[src/rtl/pc_fetch_unit.sv]
//------------------------------------------------------------------------------
// Module      : pc_fetch_unit
// Description : Program counter and instruction-fetch handshake for the
//               multicycle CPU; feeds and reloads from the jump-target adder.
// Revision    : 1.0 - initial release
//------------------------------------------------------------------------------
`default_nettype none

module pc_fetch_unit #(
    parameter int                    WORD_SIZE  = 32,
    parameter logic [WORD_SIZE-1:0]  RESET_PC   = '0,
    parameter int                    WAIT_LIMIT = 15
) (
    input  logic                  clk,
    input  logic                  rst_n,
    input  logic                  fetch_start,
    input  logic                  take_branch,
    input  logic [WORD_SIZE-1:0]  jump_target,
    input  logic                  mem_ack,
    input  logic [WORD_SIZE-1:0]  mem_rdata,
    output logic                  mem_req,
    output logic [WORD_SIZE-1:0]  mem_addr,
    output logic [WORD_SIZE-1:0]  pc,
    output logic [WORD_SIZE-1:0]  offset_out,
    output logic [WORD_SIZE-1:0]  instr,
    output logic                  instr_valid,
    output logic                  fetch_err,
    output logic                  busy
);

    typedef enum logic [0:0] {
        S_IDLE  = 1'b0,
        S_FETCH = 1'b1
    } state_t;

    localparam logic [7:0]           c_last_wait  = 8'(WAIT_LIMIT - 1);
    localparam logic [WORD_SIZE-1:0] c_pc_step    = WORD_SIZE'(4);
    localparam logic [WORD_SIZE-1:0] c_word_align = ~WORD_SIZE'(3);

    state_t                 r_state;
    logic [7:0]             r_wait_cnt;
    logic [WORD_SIZE-1:0]   r_pc;
    logic [WORD_SIZE-1:0]   r_instr;
    logic                   r_instr_valid;
    logic                   r_fetch_err;

    always_ff @(posedge clk) begin
        if (!rst_n) begin
            r_state       <= S_IDLE;
            r_wait_cnt    <= '0;
            r_pc          <= RESET_PC;
            r_instr       <= '0;
            r_instr_valid <= 1'b0;
            r_fetch_err   <= 1'b0;
        end else begin
            r_instr_valid <= 1'b0;
            r_fetch_err   <= 1'b0;
            case (r_state)
                S_IDLE: begin
                    // Branch load lands before FETCH starts, so a combined
                    // branch+fetch fetches from the new target.
                    if (take_branch) begin
                        r_pc <= jump_target & c_word_align;
                    end
                    if (fetch_start) begin
                        r_state    <= S_FETCH;
                        r_wait_cnt <= '0;
                    end
                end
                S_FETCH: begin
                    if (mem_ack) begin
                        r_instr       <= mem_rdata;
                        r_pc          <= r_pc + c_pc_step;
                        r_instr_valid <= 1'b1;
                        r_state       <= S_IDLE;
                    end else if (r_wait_cnt == c_last_wait) begin
                        r_fetch_err   <= 1'b1;
                        r_state       <= S_IDLE;
                    end else begin
                        r_wait_cnt    <= r_wait_cnt + 8'd1;
                    end
                end
                default: begin
                    r_state <= S_IDLE;
                end
            endcase
        end
    end

    assign busy        = (r_state == S_FETCH);
    assign mem_req     = busy;
    assign pc          = r_pc;
    assign mem_addr    = r_pc;
    assign instr       = r_instr;
    assign instr_valid = r_instr_valid;
    assign fetch_err   = r_fetch_err;
    // Word-granular PC+4-relative displacement for the jump-target adder.
    assign offset_out  = {{(WORD_SIZE-18){r_instr[15]}}, r_instr[15:0], 2'b00};

endmodule

`default_nettype wire

[config.mk]
export PLATFORM = sky130hd
export DESIGN_NAME = pc_fetch_unit
export DESIGN_NICKNAME = d
export VERILOG_FILES = /design/src/rtl/pc_fetch_unit.sv
export SDC_FILE = /design/constraint.sdc
export NUM_CORES = 1
export LEC_CHECK = 0
export CORE_ASPECT_RATIO = 0.7
export CORE_UTILIZATION = 27
export CTS_BUF_LIST = sky130_fd_sc_hd__clkbuf_16
export DETAILED_ROUTE_END_ITERATION = 10
export PLACE_DENSITY = 0.58
export SLEW_MARGIN = 20
export SYNTH_ARGS = -nofsm -noshare
export SYNTH_HDL_FRONTEND = slang
export SYNTH_SLANG_ARGS = --single-unit
[constraint.sdc]
create_clock -name clk -period 5.3 [get_ports clk]
set_input_delay 0.53 -clock clk [delete_from_list [all_inputs] [get_ports clk]]
set_output_delay 0.53 -clock clk [all_outputs]
set_load 0.01 [all_outputs]
==> impl_metrics.yaml <==
outcome:
  status: "finished, final reports clean"
finish:
  syn_to_final_growth_pct: 47.5
  final_cell_mix: "192 x clkdlybuf4s50_1, 105 x nand2_1, 73 x dfxtp_1"
  nets: 709
  final_area_sq_um: 5990
  layout_commonest_cell: "clkdlybuf4s50_1"
  multiInputGateArea_sq_um: 1970
  final_layout_size_suffix_gt1_frac: 0.0561
  num-fill-cells: 1454
  regArea_sq_um: 1460
  num_antenna_cells: 0
  final_cells: 837
cts:
  clock_sinks: 73
  hold_buffers: 0
  numCtsBuffers: 9
  root_buffer: "clkbuf_16"
  cts_setup_buffers: 0
  clkLatencyLatePin_ps: 330
  path_clk_slew_ps: 60
  cts_resized: 0
  cts_tree: "yes"
  clk_path_buf_depth: 2
  htree_levels: 3
synthesis:
  ys_warn_count: 0
  yosys.area.top_type: "dfxtp_1"
  synth_ff_type: "dfxtp_1"
  synth-edff-count: 0
  synth_top_cells_by_area: "dfxtp_1 36%, buf_4 13%, nand2_1 9.7%, a21oi_1 7.1%, nand3_1 2.8%"
  synth_top_area_share: 0.360
  async_flop_share: 0
  syn_area_sq_um: 4060
  synthCells: 521
  ys_seq_area_frac: 0.360
  syn_area_per_cell_sq_um: 7.80
  ys_ff_latch: 73
  ys_types: 59
route:
  viasPerCell: 4.86
  antenna_left: 0
  first_iter_violations: 281
  drcViolationCount: 0
  drt-total-wl_um: 13000
  route.vias.total: 4069
  wl_per_cell_um: 15.6
  first_pass_iters: 5
global_route:
  antenna_found_initial: 0
  grt_use_met2: 0.262
  top_usage_layer: "met2"
  grt_pass1_vias: 3837
  grt_pass1_wl_um: 20500
  grt_use_met3: 0.0345
  met1_usage: 0.229
  overflow: 0
  grt_max_degree: 55
  grtUsageTotal: 0.167
worst_setup_path:
  r2r_cells: 5
  cp_max_fo: 29
  critPathArrivalTime_ps: 2790
  end_kind: "flop"
  critPathLaunchType: "input port"
  r2r_setup_slack_ps: 3000
  required_ps: 5550
  reg2reg_to: "mem_addr[18]"
  crit_type: "input port to flop"
  timing.rr.start: "busy"
min_path:
  min_path_cells: 2
  hold_end: "instr[18]"
  hold_start: "instr[18]"
  hp-class: "flop to flop"
die:
  die_h_um: 105
  die_x_um: 149
  core-area_sq_um: 14700
  placementRows: 37
  io_pins: 201
  dieArea_sq_um: 15600
  initial_core_util: 0.277
timing:
  period_minus_slack_ps: 2540
  tns_ps: 0
  slew_viol_final: 0
  maxSlewHeadroom: 0.341
  rsz0062_at_grt: "no"
  worst_pin_slew_ps: 986
  clock_skew_ps: 5.71
  fmax_mhz: 394
  hold_slack_ps: 453
  hold_violations: 0
  setup_viol: 0
  finalCritPeriodShare: 0.479
job:
  drv_cap: 0
placed_design:
  placed_area_sq_um: 5650
  io_buffer_count: 192
  hpwl_um: 9370
  dp.cells: 821
  gp_congestion: 0.800
pwr:
  max-vdd-ir-drop_uv: 177
  power_w: 0.00160
  powerDensity_nw_per_um2: 268
  leakagePower_nw: 2.06
power by group:
group / internal, W / leakage (nW) / switching [W] / total (W)
Sequential: 0.000576 / 0.596 / 0.0000424 / 0.000619
Clock: 0.000460 / 0.160 / 0.000235 / 0.000694
Combinational: 0.000163 / 1.30 / 0.000129 / 0.000292
Total: 0.00120 / 2.06 / 0.000406 / 0.00160
cell type report:
cell class | instances | area share
clock buffer | 9 | 0.0376
clock inverter | 7 | 0.0196
inverter | 5 | 0.00313
multi-input combinational | 351 | 0.328
sequential | 73 | 0.244
tap | 195 | 0.0407
timing repair buffer | 197 | 0.327
cells by family (layout without fill, tap and decap cells):
| family | count (synthesis) | after routing | synth area share |
|---|---|---|---|
| simple gates | 214 | 214 | 0.262 |
| compound gates | 114 | 114 | 0.174 |
| buf+inv | 102 | 218 | 0.161 |
| flops | 73 | 73 | 0.360 |
| xor+xnor | 7 | 7 | 0.0151 |
| mux | 7 | 7 | 0.0182 |
| fa+ha+maj | 3 | 3 | 0.00924 |
| other cells | 1 | 6 | 0.000923 |
stage by stage:
stage / worst slack (ps) / util
CTS: 2790 / 0.408
floorplan: 3550 / -
global route: 2640 / 0.408
finish: 2760 / 0.408
detailed placement: 2450 / 0.385
global placement: 2470 / 0.385
synthesized netlist by cell type, types with 3 or more instances:
cell type / instances
nand2_1: 105
clkbuf_1: 17
and3_1: 7
nor2b_1: 4
dfxtp_1: 73
a22oi_1: 3
o21ai_0: 9
a31oi_1: 7
a211oi_1: 6
o31ai_1: 3
nor2_1: 22
a21oi_1: 58
o22ai_1: 3
nor4_1: 6
buf_1: 3
nand4_1: 9
nand3_1: 23
buf_4: 68
nand2b_1: 3
and4_1: 7
xor2_1: 7
buf_2: 8
mux2i_1: 4
ha_1: 3
inv_1: 3
a311oi_1: 7
nor3_1: 10
registers in the layout (all words and copies together) (netlist names):
signal / count
mem_addr: 30
instr_valid: 1
instr: 32
busy: 1
r_wait_cnt: 8
fetch_err: 1
worst max-delay path: stages:
cell             delay (ps)
clkdlybuf4s50_1         680
nand2_1                 450
buf_4                   410
or4_1                   530
a31oi_1                 160
how the worst max path moves through the flow:
stage,from,endpoint,depth (start not counted)
6_report,mem_ack,mem_addr[18],5
5_1_grt,mem_ack,mem_addr[18],5
4_1_cts,mem_ack,mem_addr[18],5
3_5_place_dp,mem_ack,mem_addr[18],5
3_3_place_gp,mem_ack,mem_addr[18],5
2_1_floorplan,mem_addr[2],mem_addr[20],6
per-layer routing:
metal | part of all wire | wire (um)
met1 | 0.47 | 6150
met2 | 0.45 | 5880
met3 | 0.071 | 921
met4 | 0.0069 | 90
met5 | 0 | 0
(Power assumes the default switching activity.)
